### config.mk
export PLATFORM = sky130hd
export DESIGN_NAME = am_argmax_tracker
export DESIGN_NICKNAME = d
export VERILOG_FILES = /design/src/rtl/am_argmax_tracker.sv
export SDC_FILE = /design/constraint.sdc
export NUM_CORES = 1
export LEC_CHECK = 0
export ABC_AREA = 0
export CAP_MARGIN = 25
export CELL_PAD_IN_SITES_DETAIL_PLACEMENT = 1
export CELL_PAD_IN_SITES_GLOBAL_PLACEMENT = 1
export CORE_AREA = 4 4 113 115
export CTS_CLUSTER_DIAMETER = 60
export DETAILED_ROUTE_END_ITERATION = 6
export DIE_AREA = 0 0 117 119
export PLACE_DENSITY = 0.77
export SYNTH_ARGS = -nofsm -noshare
export SYNTH_HDL_FRONTEND = slang
export SYNTH_SLANG_ARGS = --single-unit
export TNS_END_PERCENT = 100
### constraint.sdc
create_clock -name clk_i -period 5.1 [get_ports clk_i]
set_clock_uncertainty 0.1 [all_clocks]
set_input_delay 0.51 -clock clk_i [delete_from_list [all_inputs] [get_ports clk_i]]
set_output_delay 0.51 -clock clk_i [all_outputs]
set_load 0.01 [all_outputs]
### src/rtl/am_argmax_tracker.sv
// Argmax tracker for the associative-memory sweep: follows best and second-best
// similarity scores and reports the winning address, its score and the top-2 margin.
module am_argmax_tracker #(
  parameter int unsigned N             = 2048,
  parameter int unsigned AM_ADDR_WIDTH = 13,
  localparam int unsigned SCORE_W      = $clog2(N)
) (
  input  logic                     clk_i,
  input  logic                     rst_ni,
  input  logic                     start_i,
  input  logic [AM_ADDR_WIDTH-1:0] last_addr_i,
  input  logic                     score_valid_i,
  input  logic [SCORE_W-1:0]       score_i,
  input  logic [AM_ADDR_WIDTH-1:0] score_addr_i,
  output logic                     busy_o,
  output logic                     done_o,
  output logic                     result_valid_o,
  output logic [AM_ADDR_WIDTH-1:0] best_addr_o,
  output logic [SCORE_W-1:0]       best_score_o,
  output logic [SCORE_W-1:0]       second_score_o,
  output logic [SCORE_W-1:0]       margin_o,
  output logic                     err_o
);

  localparam logic [1:0] ST_IDLE   = 2'd0;
  localparam logic [1:0] ST_SEARCH = 2'd1;
  localparam logic [1:0] ST_DONE   = 2'd2;

  localparam logic [AM_ADDR_WIDTH-1:0] ADDR_ZERO = {AM_ADDR_WIDTH{1'b0}};
  localparam logic [AM_ADDR_WIDTH-1:0] ADDR_ONE  = AM_ADDR_WIDTH'(1);
  localparam logic [SCORE_W-1:0]       SCORE_ZERO = {SCORE_W{1'b0}};

  logic [1:0]               state_r,  state_nxt_s;
  logic [AM_ADDR_WIDTH-1:0] cnt_r,    cnt_nxt_s;
  logic [AM_ADDR_WIDTH-1:0] last_r,   last_nxt_s;
  logic                     first_r,  first_nxt_s;
  logic [AM_ADDR_WIDTH-1:0] baddr_r,  baddr_nxt_s;
  logic [SCORE_W-1:0]       best_r,   best_nxt_s;
  logic [SCORE_W-1:0]       second_r, second_nxt_s;
  logic [SCORE_W-1:0]       margin_r, margin_nxt_s;
  logic                     err_r,    err_nxt_s;
  logic                     rv_r,     rv_nxt_s;
  logic                     busy_r,   done_r;

  // Next-state, ranking and protocol-error logic
  always_comb begin
    state_nxt_s  = state_r;
    cnt_nxt_s    = cnt_r;
    last_nxt_s   = last_r;
    first_nxt_s  = first_r;
    baddr_nxt_s  = baddr_r;
    best_nxt_s   = best_r;
    second_nxt_s = second_r;
    err_nxt_s    = err_r;
    rv_nxt_s     = rv_r;
    case (state_r)
      ST_IDLE, ST_DONE: begin
        if (start_i) begin
          state_nxt_s  = ST_SEARCH;
          last_nxt_s   = last_addr_i;
          cnt_nxt_s    = ADDR_ZERO;
          first_nxt_s  = 1'b1;
          baddr_nxt_s  = ADDR_ZERO;
          best_nxt_s   = SCORE_ZERO;
          second_nxt_s = SCORE_ZERO;
          err_nxt_s    = 1'b0;
          rv_nxt_s     = 1'b0;
        end else begin
          state_nxt_s  = ST_IDLE;
        end
        // A stray beat outside a search is dropped; in DONE it wins over a restart's clear
        err_nxt_s = err_nxt_s | (score_valid_i & ((state_r == ST_DONE) | ~start_i));
      end
      ST_SEARCH: begin
        err_nxt_s = err_r | start_i | (score_valid_i & (score_addr_i != cnt_r));
        if (score_valid_i) begin
          if (first_r) begin
            best_nxt_s  = score_i;
            baddr_nxt_s = score_addr_i;
            first_nxt_s = 1'b0;
          end else if (score_i > best_r) begin
            second_nxt_s = best_r;
            best_nxt_s   = score_i;
            baddr_nxt_s  = score_addr_i;
          end else if (score_i > second_r) begin
            second_nxt_s = score_i;
          end else begin
            second_nxt_s = second_r;
          end
          // Counter holds on the last beat so an all-ones last_addr never wraps
          if (cnt_r == last_r) begin
            state_nxt_s = ST_DONE;
            rv_nxt_s    = 1'b1;
          end else begin
            cnt_nxt_s   = cnt_r + ADDR_ONE;
          end
        end else begin
          state_nxt_s = ST_SEARCH;
        end
      end
      default: begin
        state_nxt_s = ST_IDLE;
      end
    endcase
    margin_nxt_s = best_nxt_s - second_nxt_s;
  end

  // State and result registers
  always_ff @(posedge clk_i or negedge rst_ni) begin
    if (!rst_ni) begin
      state_r  <= ST_IDLE;
      cnt_r    <= ADDR_ZERO;
      last_r   <= ADDR_ZERO;
      first_r  <= 1'b0;
      baddr_r  <= ADDR_ZERO;
      best_r   <= SCORE_ZERO;
      second_r <= SCORE_ZERO;
      margin_r <= SCORE_ZERO;
      err_r    <= 1'b0;
      rv_r     <= 1'b0;
      busy_r   <= 1'b0;
      done_r   <= 1'b0;
    end else begin
      state_r  <= state_nxt_s;
      cnt_r    <= cnt_nxt_s;
      last_r   <= last_nxt_s;
      first_r  <= first_nxt_s;
      baddr_r  <= baddr_nxt_s;
      best_r   <= best_nxt_s;
      second_r <= second_nxt_s;
      margin_r <= margin_nxt_s;
      err_r    <= err_nxt_s;
      rv_r     <= rv_nxt_s;
      busy_r   <= (state_nxt_s == ST_SEARCH);
      done_r   <= (state_nxt_s == ST_DONE);
    end
  end

  assign busy_o         = busy_r;
  assign done_o         = done_r;
  assign result_valid_o = rv_r;
  assign best_addr_o    = baddr_r;
  assign best_score_o   = best_r;
  assign second_score_o = second_r;
  assign margin_o       = margin_r;
  assign err_o          = err_r;

endmodule

==> run metrics, run 1 <==
outcome=finished with violations; violated checks=hold timing; Final Cell Area=roughly 0.006 mm²; first-pass GRT wire length=about 23 mm; top cell type's share of synthesized area=a little over two fifths; ratio of cells with drive above 1 in the final layout=6.00%; via count=just over 4k; Cell Area, Placed=0.00568 mm²; Avg Cell Area, Syn=roughly 9.3 µm²; critical path arrival=between 4 and 5 ns; Post-Syn Instances=497; largest net degree at the start of global routing=80; Longest Clk Path Bufs=2; Setup TNS=0 ns; yosys warns=0; Hold Slack=-0.0224 ns; CTS Root Cell=clkbuf_16; CTS tree=built; sequential area share after synthesis=42.6%; # diodes=0; drt wl/cell=between 15 and 20 µm; Syn Std Cell Area=~0.0046 mm²; Max Clock Freq=about 0.22 GHz; flops & latches, synth=79; fin crit share=91.0%; crit end category=flop; Slew Limit Fails=0; Crit Path Max Fanout=17; RePlAce Congestion=between 0.9 and 1; Synth Flop Type=dfrtp_1; Async S/R FF share, synth=100%; count of cell types in the netlist=56; Worst EP required=~5.2 ns; Fin. Hold Viols=25; peak supply drop=around 250 µV; vias per std cell=approximately 5.6; Core Region=between 0.01 and 0.015 mm²; Site Rows=40; DRT Pass-1 Iters=6; # hold bufs at CTS=0; met2 WL=roughly 7.0 mm; startpoint types=input pin; die height=119 µm; Setup-failing EPs final=0; cell taking the most area after synthesis=dfrtp_1; Area Overhead vs Synth=28.9%; metal3 WL=595 µm; initial antenna violation count=0; vias in the first global route=around 4.3k; Total GRT Usage=21.4%; Boundary Pins=91; area of the die=~0.014 mm²; CTS sink count=just under 80; max cap viols=0; Clock transition at path regs=approximately 0.06 ns; RSZ-0062 raised after global routing=no; total grt overflow=0; Post-Route WL=between 10 and 15 mm; minimum clock period=around 4.6 ns; leakage=2.67 nW; Filler cells=around 1.3k; critical path class=in -> reg; DRC viols=0; drt first-iter violations=181; Commonest cells post-synth=98 x nand2_1, 79 x dfrtp_1, 33 x ha_1, 33 x inv_1; total power=approximately 4.5 mW; Post-synth EDFFs=0; Post-DP HPWL=between 10 and 15 mm; initial core utilization=approximately two fifths; relative slew slack=about 66%; synthesized net count=approximately 570; Post-Route M1 WL=just over 6 mm; final core area utilization=roughly 50%; H-tree levels=3; worst min path class=in -> async; port bufs=90; top layer in use=met4; CTS Buf Count=9; Antenna Violating Nets Remaining=0; clk_lat worst skew=roughly 0.35 ns; synth top area cells=dfrtp_1 43%, ha_1 8.9%, nand2_1 7.9%; Least-Margin Pin Slew=about 0.5 ns; nets=approximately 660; post-CTS setup buffer count=0; post_cts resized=0; die width=between 100 and 150 µm; most common cell in the netlist=nand2_1; PD cells=around 760 mW/mm²
==> layout make-up <==
| type | count | area (µm²) | area share [%] |
|---|---|---|---|
| inverter | 33 | 124 | 2.07 |
| clock inverter | 1 | 30.0 | 0.501 |
| clock buffer | 13 | 250 | 4.18 |
| sequential | 79 | 1980 | 33.0 |
| tap | 147 | 184 | 3.07 |
| timing repair buffer | 100 | 993 | 16.6 |
| multi-input combinational | 357 | 2430 | 40.6 |
==> kinds of logic (layout without fill, tap and decap cells) <==
| logic type | Yosys count | after routing | synth area share, % |
|---|---|---|---|
| multiplexers | 3 | 3 | 0.673 |
| flip-flops | 79 | 79 | 42.6 |
| AND/OR/NAND/NOR | 164 | 164 | 15.7 |
| AO/OA/AOI/OAI | 115 | 115 | 18.3 |
| buffers and inverters | 61 | 147 | 5.47 |
| adder cells (fa/ha/maj) | 34 | 34 | 9.32 |
| XOR/XNOR | 41 | 41 | 8.03 |
==> layout by cell type, fill, tap and decap left out, drive strengths merged, types with 4 or more instances in the layout <==
master and count:
nand2 98, nand3 8, nand4 7, a211oi 6, o221a 9, o21ai 33
nor3 5, xor2 24, o31ai 13, dfrtp 79, inv 33, clkdlybuf4s50 89
clkbuf 13, ha 33, nand2b 4, a21oi 16, o22a 9, buf 11
nor4 6, xnor2 16, nor2b 4, nor2 24, o221ai 9
==> stage by stage <==
stage,instances,setup WS (ns)
2_1_floorplan,497,1.13
3_3_place_gp,715,0.286
3_5_place_dp,715,0.112
4_1_cts,729,0.469
5_1_grt,730,0.0668
6_report,730,0.457
==> flip-flops by register name, summed over array words and instances (netlist names) <==
register and count:
best_addr_o 13, best_score_o 11, busy_o 1, cnt_r 13, done_o 1, err_o 1
first_r 1, last_r 13, margin_o 11, result_valid_o 1, second_score_o 11, state_r 2
==> power by group <==
group | switching [mW] | internal [mW] | total (mW)
registers | 0.240 | 0.922 | 1.16
clock network | 0.255 | 0.388 | 0.643
logic | 1.49 | 1.24 | 2.73
==> final timing paths <==
check                                      startpoint                   endpoint  slack (ns)  depth (start not counted)
max                                       score_i[10]     margin_o[10]$_DFF_PN0_        0.46                         18
min                                            rst_ni  best_score_o[6]$_DFF_PN0_       -0.02                          1
max reg2reg                best_score_o[10]$_DFF_PN0_     margin_o[10]$_DFF_PN0_        0.73                         18
min reg2reg                     last_r[7]$_DFFE_PN0P_      last_r[7]$_DFFE_PN0P_        0.39                          2
max in group asynchronous                      rst_ni       cnt_r[9]$_DFFE_PN0P_        4.31                          2
min in group clk_i              last_r[7]$_DFFE_PN0P_      last_r[7]$_DFFE_PN0P_        0.39                          2
==> critical path, stage by stage <==
cell and delay [ns]:
clkdlybuf4s50_1 0.52, ha_1 0.35, nand4_1 0.14, nor2_1 0.16, o2bb2ai_1 0.21, o31ai_4 0.11, buf_4 0.19, a21oi_4 0.40
nand2_1 0.13, o21a_1 0.13, ha_1 0.22, fa_1 0.41, nor2b_1 0.15, o21ai_0 0.12, a31oi_1 0.30, o41ai_1 0.13
o21ai_0 0.18, xnor3_1 0.40
==> metal layers <==
metal / GRT usage [%] / vias up
met5: 0 / -
met4: 8.24 / 0
met3: 5.44 / 29
met2: 34.8 / 97
met1: 26.9 / 2027
li1: - / 1904
No activity file was read; power rests on OpenSTA's default activity.
==> run 2: changes to the inputs <==
--- a/config.mk
+++ b/config.mk
@@ -9,11 +9,12 @@
 export CAP_MARGIN = 25
 export CELL_PAD_IN_SITES_DETAIL_PLACEMENT = 1
 export CELL_PAD_IN_SITES_GLOBAL_PLACEMENT = 1
-export CORE_AREA = 4 4 113 115
+export CORE_AREA = 2 2 111 113
+export CTS_BUF_LIST = sky130_fd_sc_hd__clkbuf_8 sky130_fd_sc_hd__clkbuf_16
 export CTS_CLUSTER_DIAMETER = 60
 export DETAILED_ROUTE_END_ITERATION = 6
-export DIE_AREA = 0 0 117 119
-export PLACE_DENSITY = 0.77
+export DIE_AREA = 0 0 113 115
+export PLACE_DENSITY = 0.88
 export SYNTH_ARGS = -nofsm -noshare
 export SYNTH_HDL_FRONTEND = slang
 export SYNTH_SLANG_ARGS = --single-unit
==> run metrics, run 2 (synthesis results as in run 1) <==
vias per std cell=5.57 (was 5.56); setup slack at placement=-0.0667 ns (was 0.112 ns); CTS Root Cell=clkbuf_16 (unchanged); Crit Path Max Fanout=5 (was 17); Core Region=0.0118 mm² (unchanged); CTS Buf Count=9 (unchanged); P_int=2.49 mW (was 2.55 mW); port bufs=90 (unchanged); Fin. Hold Viols=0 (was 25); Cell Count, Final, Fillers Out=731 (was 730); Final WS setup=0.253 ns (was 0.457 ns); initial antenna violation count=0 (unchanged); register share of total power=26.2% (was 25.6%); most frequent cells in the layout=98 x nand2_1, 89 x clkdlybuf4s50_1, 79 x dfrtp_1 (unchanged); Boundary Pins=91 (unchanged); violated checks=DRC (was hold timing); area of the die=0.0130 mm² (was 0.0139 mm²); Area Overhead vs Synth=29.2% (was 28.9%); outcome=finished with violations (unchanged); Hold Startpoint=last_r[10]$_DFFE_PN0P_; peak supply drop=217 µV (was 252 µV); crit end category=flop (unchanged); Worst EP required=5.21 ns (was 5.22 ns); Setup TNS=0 ns (unchanged); first-pass GRT wire length=22.9 mm (was 23.0 mm); critical path class=in -> reg (unchanged); most common cell after layout, fill and taps aside=nand2_1 (unchanged); Site Rows=40 (unchanged); nets=654 (was 655); Max Clock Freq=0.206 GHz (was 0.215 GHz); Slew Limit Fails=0 (unchanged); RR Startpoint=second_score_o[6]$_DFF_PN0_ (was best_score_o[10]$_DFF_PN0_); relative slew slack=63.8% (was 65.6%); drt first-iter violations=280 (was 181); ratio of cells with drive above 1 in the final layout=6.85% (was 6.00%); Cell Area, Placed=0.00567 mm² (was 0.00568 mm²); DRT Pass-1 Iters=7 (was 6); hold path endpoint=last_r[10]$_DFFE_PN0P_; Clock transition at path regs=0.06 ns (about the same); Final Cell Area=0.00600 mm² (was 0.00599 mm²); via count=4,075 (was 4,057); hold path depth=2; largest net degree at the start of global routing=80 (unchanged); DP Cell Count=713 (was 715); sw power=1.95 mW (was 1.99 mW); worst min path class=reg -> reg (was in -> async); Comb pwr share=59.8% (was 60.2%); max cap viols=0 (unchanged); initial core utilization=39.3% (unchanged); worst reg-to-reg setup slack=0.49 ns (was 0.73 ns); PD cells=740 mW/mm² (was 757 mW/mm²); H-tree levels=3 (unchanged); leakage=2.67 nW (about the same); CTS sink count=79 (unchanged); minimum clock period=4.85 ns (was 4.64 ns); Post-Route WL=14.2 mm (about the same); Post-DP HPWL=10.1 mm (was 10.7 mm); DRC viols=4 (was 0); post-CTS setup buffer count=0 (unchanged); clk_lat worst skew=0.35 ns (about the same); total grt overflow=0 (unchanged); Longest Clk Path Bufs=2 (unchanged); Total GRT Usage=22.6% (was 21.4%); CTS tree=built (unchanged); # diodes=0 (unchanged); fin crit share=95.0% (was 91.0%); Clock power frac=14.1% (was 14.2%); RSZ-0062 raised after global routing=no (unchanged); Setup-failing EPs final=0 (unchanged); critical path arrival=4.96 ns (was 4.76 ns); drt wl/cell=19.4 µm (about the same); vias in the first global route=4,428 (was 4,301); switching share of power=43.9% (about the same); Filler cells=1,377 (was 1,348); RePlAce Congestion=0.871 (was 0.965); startpoint types=input pin (unchanged); Antenna Violating Nets Remaining=0 (unchanged); die width=113 µm (was 117 µm); Least-Margin Pin Slew=0.538 ns (was 0.515 ns); Worst Reg-to-Reg Cells=17 (was 18); die height=115 µm (was 119 µm); RR Endpoint=margin_o[10]$_DFF_PN0_ (unchanged)
-- run 2: power groups by stage --
stage	combinational [mW]	clock [mW]	sequential, mW
after CTS	2.63	0.632	1.16
after global routing	2.93	0.660	1.19
after detailed placement	2.58	0	1.17
final	2.65	0.624	1.16
after global placement	2.44	0	1.15
after floorplan	1.60	0	1.17
-- run 2: area by class of cell --
cell class	count	area, µm²	area share [%]
Multi-Input combinational cell	357	2440	40.7
Inverter	33	124	2.06
Clock inverter	6	45.0	0.750
Sequential cell	79	1980	32.9
Clock buffer	10	239	3.98
Timing Repair Buffer	99	988	16.5
Tap cell	147	184	3.06
-- run 2: worst max path at each step --
stage | startpoint | to | depth (start not counted)
CTS | score_i[2] | margin_o[10]$_DFF_PN0_ | 16
floorplan | score_i[8] | margin_o[10]$_DFF_PN0_ | 15
detailed placement | score_i[10] | margin_o[10]$_DFF_PN0_ | 16
global route | score_i[2] | margin_o[9]$_DFF_PN0_ | 17
finish | score_i[10] | margin_o[10]$_DFF_PN0_ | 16
global placement | score_i[10] | margin_o[10]$_DFF_PN0_ | 17
-- run 2: per-layer routing --
metal | wire length [µm] | track usage [%] | vias to the layer above
li1 | - | - | 1898
met1 | 6190 | 28.8 | 2053
met2 | 7130 | 38.3 | 98
met3 | 565 | 3.37 | 26
met4 | 291 | 10.6 | 0
met5 | 0 | 0 | -
-- run 2: per-stage QoR --
stage,total power [mW],hold slack [ns],util [%]
final,4.44,0.407,50.8
after global routing,4.78,0.432,50.8
after CTS,4.42,0.281,50.4
after detailed placement,3.74,0.393,48.0
after global placement,3.58,0.387,48.0
after floorplan,2.77,0.114,-
-- run 2: worst max-delay path, stage by stage --
cell and delay [ns]:
clkdlybuf4s50_1 0.50, ha_1 0.36, nand4_1 0.15, a211oi_1 0.30, a211oi_1 0.13, a41o_1 0.31, nand2b_1 0.27, o22a_1 0.26
o221a_1 0.29, fa_1 0.47, nor2b_1 0.12, o21ai_0 0.14, a31oi_2 0.35, o41ai_2 0.12, o21ai_0 0.21, xnor3_1 0.45
-- run 2: repair_timing --
action	in CTS	in global routing
setup endpoints to repair	0	1
hold endpoints to repair	0	16
resized for setup	0	2
hold buffers	0	1
==> run 3: changes to the inputs <==
--- a/config.mk
+++ b/config.mk
@@ -15,6 +15,7 @@
 export DETAILED_ROUTE_END_ITERATION = 6
 export DIE_AREA = 0 0 113 115
 export PLACE_DENSITY = 0.88
+export SKIP_LAST_GASP = 1
 export SYNTH_ARGS = -nofsm -noshare
 export SYNTH_HDL_FRONTEND = slang
 export SYNTH_SLANG_ARGS = --single-unit
==> results of run 3 <==
The final DEF is identical to that of run 2; final timing and power are the same.
